--- src/rtl/axis_pixel_packer_pkg.sv ---
// Shared pixel-stream definitions: image geometry, lane layout and the packer
// control states, plus the byte-enable helper used when a word is closed.
package axis_pixel_packer_pkg;

    localparam int PIXEL_W      = 8;
    localparam int LANES        = 4;
    localparam int IMAGE_WIDTH  = 512;
    localparam int IMAGE_HEIGHT = 512;
    localparam int FRAME_PIXELS = IMAGE_WIDTH * IMAGE_HEIGHT;

    // Wide enough for the largest legal frame index (2^24 - 1).
    localparam int PIX_CNT_W  = 24;
    localparam int LANE_CNT_W = 2;

    typedef enum logic [0:0] {
        ST_FILL = 1'b0,
        ST_HOLD = 1'b1
    } pack_state_e;

    // Byte-enable mask covering lanes 0 .. last_lane.
    function automatic logic [LANES-1:0] keep_mask(input logic [LANE_CNT_W-1:0] last_lane);
        logic [LANES-1:0] mask;
        case (last_lane)
            2'd0:    mask = 4'b0001;
            2'd1:    mask = 4'b0011;
            2'd2:    mask = 4'b0111;
            default: mask = 4'b1111;
        endcase
        return mask;
    endfunction

endpackage

--- src/rtl/axis_pixel_packer.sv ---
// Packs a stream of 8-bit pixels into 32-bit little-endian words with byte
// keep, end-of-frame marking and a frame-done pulse after the last word drains.
module axis_pixel_packer
    import axis_pixel_packer_pkg::*;
#(
    parameter int FRAME_PIXELS = axis_pixel_packer_pkg::FRAME_PIXELS,
    parameter int LANES        = axis_pixel_packer_pkg::LANES
) (
    input  logic                       axis_clk,
    input  logic                       axis_reset,
    input  logic                       i_s_data_valid,
    input  logic [PIXEL_W-1:0]         i_s_data,
    output logic                       o_s_ready,
    output logic                       o_m_data_valid,
    output logic [PIXEL_W*LANES-1:0]   o_m_data,
    output logic [LANES-1:0]           o_m_keep,
    output logic                       o_m_last,
    input  logic                       i_m_ready,
    output logic                       o_frame_done
);

    localparam int                    WORD_W    = PIXEL_W * LANES;
    localparam logic [PIX_CNT_W-1:0]  LAST_PIX  = PIX_CNT_W'(FRAME_PIXELS - 1);
    localparam logic [LANE_CNT_W-1:0] LAST_LANE = LANE_CNT_W'(LANES - 1);

    pack_state_e            state_r, state_s;
    logic [LANE_CNT_W-1:0]  lane_cnt_r, lane_cnt_s;
    logic [PIX_CNT_W-1:0]   pix_cnt_r, pix_cnt_s;
    logic [WORD_W-1:0]      acc_r, acc_s, word_s;
    logic [WORD_W-1:0]      m_data_r;
    logic [LANES-1:0]       m_keep_r;
    logic                   m_last_r;
    logic                   frame_done_r;
    logic                   accept_s, drain_s, last_pix_s, complete_s;

    assign o_m_data_valid = (state_r == ST_HOLD);
    assign o_s_ready      = !o_m_data_valid || i_m_ready;
    assign o_m_data       = m_data_r;
    assign o_m_keep       = m_keep_r;
    assign o_m_last       = m_last_r;
    assign o_frame_done   = frame_done_r;

    assign accept_s   = i_s_data_valid && o_s_ready;
    assign drain_s    = o_m_data_valid && i_m_ready;
    assign last_pix_s = (pix_cnt_r == LAST_PIX);
    assign complete_s = accept_s && ((lane_cnt_r == LAST_LANE) || last_pix_s);

    // Accumulator merge and counter advance for an accepted pixel.
    always_comb begin
        acc_s      = acc_r;
        lane_cnt_s = lane_cnt_r;
        pix_cnt_s  = pix_cnt_r;
        word_s     = acc_r;
        for (int k = 0; k < LANES; k++) begin
            if (lane_cnt_r == LANE_CNT_W'(k)) begin
                word_s[k*PIXEL_W +: PIXEL_W] = i_s_data;
            end else begin
                word_s[k*PIXEL_W +: PIXEL_W] = acc_r[k*PIXEL_W +: PIXEL_W];
            end
        end
        if (accept_s) begin
            // Clearing on completion keeps unfilled lanes of the next word at zero.
            if (complete_s) begin
                acc_s      = {WORD_W{1'b0}};
                lane_cnt_s = {LANE_CNT_W{1'b0}};
            end else begin
                acc_s      = word_s;
                lane_cnt_s = lane_cnt_r + 2'd1;
            end
            if (last_pix_s) begin
                pix_cnt_s = {PIX_CNT_W{1'b0}};
            end else begin
                pix_cnt_s = pix_cnt_r + 24'd1;
            end
        end else begin
            acc_s      = acc_r;
            lane_cnt_s = lane_cnt_r;
            pix_cnt_s  = pix_cnt_r;
        end
    end

    // Output-register occupancy: FILL when empty, HOLD while a word is offered.
    always_comb begin
        state_s = state_r;
        case (state_r)
            ST_FILL: begin
                if (complete_s) begin
                    state_s = ST_HOLD;
                end else begin
                    state_s = ST_FILL;
                end
            end
            ST_HOLD: begin
                if (drain_s && !complete_s) begin
                    state_s = ST_FILL;
                end else begin
                    state_s = ST_HOLD;
                end
            end
            default: state_s = ST_FILL;
        endcase
    end

    // Control state and packing counters.
    always_ff @(posedge axis_clk or posedge axis_reset) begin
        if (axis_reset) begin
            state_r    <= ST_FILL;
            lane_cnt_r <= {LANE_CNT_W{1'b0}};
            pix_cnt_r  <= {PIX_CNT_W{1'b0}};
            acc_r      <= {WORD_W{1'b0}};
        end else begin
            state_r    <= state_s;
            lane_cnt_r <= lane_cnt_s;
            pix_cnt_r  <= pix_cnt_s;
            acc_r      <= acc_s;
        end
    end

    // Output word register; only a completing pixel may overwrite it.
    always_ff @(posedge axis_clk or posedge axis_reset) begin
        if (axis_reset) begin
            m_data_r     <= {WORD_W{1'b0}};
            m_keep_r     <= {LANES{1'b0}};
            m_last_r     <= 1'b0;
            frame_done_r <= 1'b0;
        end else begin
            if (complete_s) begin
                m_data_r <= word_s;
                m_keep_r <= keep_mask(lane_cnt_r);
                m_last_r <= last_pix_s;
            end else begin
                m_data_r <= m_data_r;
                m_keep_r <= m_keep_r;
                m_last_r <= m_last_r;
            end
            frame_done_r <= drain_s && m_last_r;
        end
    end

endmodule

--- config.mk ---
export PLATFORM = sky130hd
export DESIGN_NAME = axis_pixel_packer
export DESIGN_NICKNAME = d
export VERILOG_FILES = /design/src/rtl/axis_pixel_packer_pkg.sv /design/src/rtl/axis_pixel_packer.sv
export SDC_FILE = /design/constraint.sdc
export NUM_CORES = 1
export LEC_CHECK = 0
export CAP_MARGIN = 20
export CORE_UTILIZATION = 50
export CTS_CLUSTER_SIZE = 25
export DETAILED_ROUTE_END_ITERATION = 7
export PLACE_DENSITY = 0.73
export SLEW_MARGIN = 20
export SYNTH_ARGS = -nofsm -noshare
export SYNTH_HDL_FRONTEND = slang
export SYNTH_SLANG_ARGS = --single-unit
--- constraint.sdc ---
create_clock -name axis_clk -period 3.4 [get_ports axis_clk]
set_input_delay 0.85 -clock axis_clk [delete_from_list [all_inputs] [get_ports axis_clk]]
set_output_delay 0.85 -clock axis_clk [all_outputs]
set_load 0.01 [all_outputs]
* Yosys cells after proc, flatten, opt, wreduce, memory -nomap -nowiden
Cells that the tools add are included.
** Operators by class
- $add $sub $neg :: 2
- Equal/unequal tests :: 4
- Mux-type cells :: 11
- Bitwise gates (word level) :: 1
- Reductions and logical operators :: 10
** Operators with widths (number)
- 2-to-1 mux 32 bit :: 1
- 2-to-1 mux 8 bit :: 4
- adder 24 x 1 -> 24 bit (second input constant) :: 1
- == test 24 x 18 -> 1 bit (second input constant) :: 1
- 2-to-1 mux 24 bit :: 1
- case mux 4 bit (3 select lines) :: 1
- logical AND 1 bit :: 5
- == test 2 bit (second input constant) :: 2
- adder 2 x 1 -> 2 bit (second input constant) :: 1
- == test 2 x 1 -> 1 bit (second input constant) :: 1
- zero test 1 bit :: 2
- zero test 2 bit :: 1
- logical OR 1 bit :: 2
- 2-to-1 mux 1 bit :: 2
- 2-to-1 mux 2 bit :: 1
- case mux 1 bit (2 select lines) :: 1
- NOT 1 bit :: 1
** Storage, ports and cells
- Register bits after elaboration :: 97
- Bits of input ports :: 12
- Output and inout port bits :: 40

* Depth between registers and ports, before layout
- Word-level depth :: 8
- Depth in mapped cells :: 8
- Mapped depth without buffers :: 6

* Least setup slack after synthesis
No wires, ideal clock.
- Path type :: in2reg
- Start :: input port i_m_ready
- End :: register acc_r[0]
- Setup time :: 0.121 ns
- Data arrival time :: 1.999 ns
- Required time :: 3.279 ns
- Setup slack :: 1.280 ns
- Cell stages on the path :: 7
- Buffers on the path :: 3
- Cells stage by stage :: nand2b_1 > clkbuf_8 > and2_1 > clkbuf_1 > and3_1 > clkbuf_1 > a22o_1
** Between the ends
- Longest elaborated chain between the ends :: 4
** RTL lines
- start: declaration :: RTL line axis_pixel_packer.sv:18 : input logic i_m_ready,
- logical OR 1 bit * :: RTL line axis_pixel_packer.sv:37 : assign o_s_ready = !o_m_data_valid || i_m_ready;
- named net o_s_ready :: RTL line axis_pixel_packer.sv:13 : output logic o_s_ready,
- logical AND 1 bit * :: RTL line axis_pixel_packer.sv:43 : assign accept_s = i_s_data_valid && o_s_ready;
- logical AND 1 bit :: RTL line axis_pixel_packer.sv:46 : assign complete_s = accept_s && ((lane_cnt_r == LAST_LANE) || last_pix_s);
- 2-to-1 mux 32 bit :: RTL line axis_pixel_packer.sv:63 : if (complete_s) begin
- end signal: assignment :: RTL line axis_pixel_packer.sv:110 : acc_r <= {WORD_W{1'b0}};
- end signal: assignment :: RTL line axis_pixel_packer.sv:115 : acc_r <= acc_s;
- end: declaration :: RTL line axis_pixel_packer.sv:29 : logic [WORD_W-1:0] acc_r, acc_s, word_s;
The timed path passes the listed nets; every way through them passes the cells marked *.
A chain may end at the register's enable or synchronous reset.

* Final worst setup path
- Start :: input port i_m_ready
- End :: output port o_s_ready
** Between the ends
- Longest elaborated chain between the ends :: 1
** RTL lines (RTL line)
- logical OR 1 bit :: axis_pixel_packer.sv:37
- end: declaration :: axis_pixel_packer.sv:13
No other way between the ends.

==> results.py <==
metrics = {
    "run_status": {
        "status": "complete, no violations",
    },
    "clock_network": {
        "root_buffer": "clkbuf_8",
        "cts_buffers": 9,
        "cts.repair.resized": 0,
        "clkTransAtPathRegs_ns": 0.09,
        "cts_hold_buf": 0,
        "cts.path.max_buffers": 2,
        "post-cts-setup-buffers": 0,
        "cts_sinks": 97,
        "htreeDepth": 3,
        "cts_tree": "built",
        "insertion_delay_ns": 0.37,
    },
    "hold_path": {
        "hold_depth": 1,
        "worstHoldPathType": "reg -> reg",
        "hp-start": "pix_cnt_r[23]",
        "holdPathEnd": "pix_cnt_r[23]",
    },
    "sta": {
        "drv_slew": 0,
        "post-route-min-period_ns": 2.838,
        "slew_headroom": 0.4488,
        "rsz0062_at_grt": "no",
        "fmax_ghz": 0.3524,
        "skew_ns": 0.01127,
        "setup_tns_ns": 0,
        "hold_viol": 0,
        "tightest_slew_ns": 0.8268,
        "finalSetupViolCount": 0,
        "fin_crit_sh": 0.8346,
    },
    "cells_and_area": {
        "final_cells": 559,
        "num-fill-cells": 702,
        "final_nets": 467,
        "n_antenna_cell": 0,
        "regArea_um2": 2427,
        "multi_input_area_um2": 1725,
        "layout-drive-gt1-share": 0.09251,
        "utilization": 0.6186,
        "syn2layout_area_growth_pct": 18.73,
    },
    "power": {
        "power_leakage_nw": 2.292,
        "switchingPower_mw": 1.390,
        "p_per_area_nw_per_um2": 792.0,
        "p_int_mw": 2.656,
        "clkPwrFrac": 0.184,
        "p_seq_frac": 0.429,
        "power.share.combinational": 0.387,
        "peakVddDrop_v": 0.0004141,
        "netSwitchingFraction": 0.3435,
    },
    "global_route": {
        "grtUsageTotal": 0.2285,
        "grt-ovfl-total": 0,
        "grt_pass1_vias": 3028,
        "grt_antenna_before_repair": 0,
        "grt_start_max_net_pins": 50,
        "grt_pass1_wl_um": 15550,
    },
    "logic_synthesis": {
        "netlist_instances": 400,
        "yosysTopAreaCell": "dfrtp_1",
        "async_flop_share": 1.000,
        "ys_seq_area_frac": 0.5641,
        "postSynthAreaPerCell_um2": 10.76,
        "yosysTopAreaCellShare": 0.5641,
        "synth_edf_count": 0,
        "yosys_register_bits": 97,
        "synth_warnings": 0,
        "synth_fp_nets": 418,
        "synth_top_flop_cell": "dfrtp_1",
        "ys_types": 38,
        "yosys-top-cells-area": "dfrtp_1, o21ai_0, mux2i_1, a22o_1, xnor2_1",
        "netlist_area_um2": 4303,
    },
    "placement": {
        "place.port_buffers": 51,
        "dp_hpwl_um": 6297,
        "gp_congestion": 0.8142,
        "dp.cells": 543,
    },
    "drt": {
        "top_layer": "met4",
        "route.met3.wl_um": 512,
        "first_pass_iters": 4,
        "drt-total-wl_um": 9320,
        "drc": 0,
        "num_vias": 3234,
        "wl_met1_um": 4327,
        "dr_wl_met2_um": 4266,
        "vias_per_cell": 5.785,
        "first_iter_violations": 216,
        "postRouteAntennaNets": 0,
        "routedWlPerCell_um": 16.67,
    },
    "die": {
        "die_area_um2": 8980,
        "initial_core_util": 0.5211,
        "boundaryPins": 52,
        "die_x_um": 94.77,
        "core_um2": 8258,
        "std_cell_rows": 33,
        "die_y_um": 94.77,
    },
    "worst_setup_path": {
        "critical_path.max_stage_delay_ns": 0.54,
        "worstPathCellList": "clkdlybuf4s50_1 > nand2b_1 > clkdlybuf4s50_1",
        "arrival_ns": 1.99,
        "crit_required_ns": 2.55,
        "startpoint_type": "primary input",
        "reg2reg_slack_ns": 1.11,
        "cpMaxStageDelayCell": "clkdlybuf4s50_1",
        "crit_path_frequent_cell": "clkdlybuf4s50_1",
        "path_class": "in -> out",
        "crit_fanout": 2,
        "r2r_start": "pix_cnt_r[0]",
        "worstReg2RegEnd": "acc_r[4]",
        "cp-end-kind": "primary output",
        "reg2regPathDepth": 6,
    },
    "job": {
        "drv_cap": 0,
    },
}
## cell usage after synthesis, drive strengths merged (7+ instances only)
cell type	count
a21oi	10
a22o	18
a2bb2oi	7
and2	10
clkbuf	19
dfrtp	97
inv	9
mux2i	18
nand2	27
nand4	8
nor2	17
nor3	8
o21ai	65
o22ai	8
or2	8
xnor2	14
## power by group through the flow
stage	Combinational [mW]	Sequential (mW)	Clock, mW
floorplan	0.860	1.81	0
global route	1.74	1.78	0.800
detailed placement	1.57	1.75	0
global placement	1.52	1.74	0
CTS	1.58	1.74	0.759
finish	1.57	1.74	0.743
## state kept, by name, indices dropped and copies added (netlist names)
| name | cells |
|---|---|
| o_m_data_valid | 1 |
| acc_r | 32 |
| lane_cnt_r | 2 |
| pix_cnt_r | 24 |
| o_frame_done | 1 |
| o_m_data | 32 |
| o_m_last | 1 |
| o_m_keep | 4 |
## cell type report
type,instances,share of cell area
Clock inverter,7,0.01396
Tap cell,105,0.02572
Clock buffer,9,0.02425
Timing Repair Buffer,62,0.1161
Inverter,9,0.007103
Sequential cell,97,0.4751
Multi-Input combinational cell,270,0.3377
## worst max-delay path: cells and delay by family
family | cells | cell delay [ns]
AND/OR/NAND/NOR | 1 | 0.13
buffers and inverters | 2 | 1.01
## per-stage QoR
stage               area, µm²  hold slack [ns]  worst slack, ns  power, mW
floorplan                4303           0.4422          0.01628      2.668
global placement         4913           0.4532           0.5761      3.264
detailed placement       4913           0.4581           0.5670      3.318
CTS                      5109           0.4833           0.5541      4.071
global route             5109           0.4976           0.5111      4.321
finish                   5109           0.4820           0.5625      4.046
## how the worst max path moves through the flow
| stage | startpoint | end | slack, ns | cells after the start |
|---|---|---|---|---|
| 2_1_floorplan | axis_reset | acc_r[0] | 0.02 | 1 |
| 6_report | i_m_ready | o_s_ready | 0.56 | 3 |
| 3_5_place_dp | i_m_ready | o_s_ready | 0.57 | 3 |
| 5_1_grt | i_m_ready | o_s_ready | 0.51 | 3 |
| 4_1_cts | i_m_ready | o_s_ready | 0.55 | 3 |
| 3_3_place_gp | i_m_ready | o_s_ready | 0.58 | 3 |
## cell usage in the layout (no fill, tap or decap), types with 7 or more instances in the layout
| cell type | count |
|---|---|
| nand2_1 | 27 |
| nor2_1 | 15 |
| buf_4 | 11 |
| mux2i_1 | 18 |
| and2_1 | 10 |
| clkdlybuf4s50_1 | 51 |
| clkbuf_8 | 9 |
| o22ai_1 | 8 |
| a2bb2oi_1 | 7 |
| a21oi_1 | 10 |
| nor3_1 | 8 |
| a22o_1 | 18 |
| o21ai_0 | 63 |
| or2_2 | 8 |
| xnor2_1 | 14 |
| inv_1 | 8 |
| dfrtp_1 | 97 |
## routing by layer
layer	vias to the layer above	track usage
met2	100	0.3501
met3	22	0.04992
li1	1515	-
met1	1597	0.3211
met5	-	0
met4	0	0.07828
## cell families after synthesis
logic type,Yosys count,synth area share
xor gates and xnor gates,20,0.04071
muxes,18,0.04187
and+or+nand+nor,110,0.1390
AOI/OAI and AO/OA,116,0.1620
buffers and inverters,33,0.03489
DFF,97,0.5641
adders and majority gates,6,0.01745
Note: power is estimated with default switching activity, not from simulation.
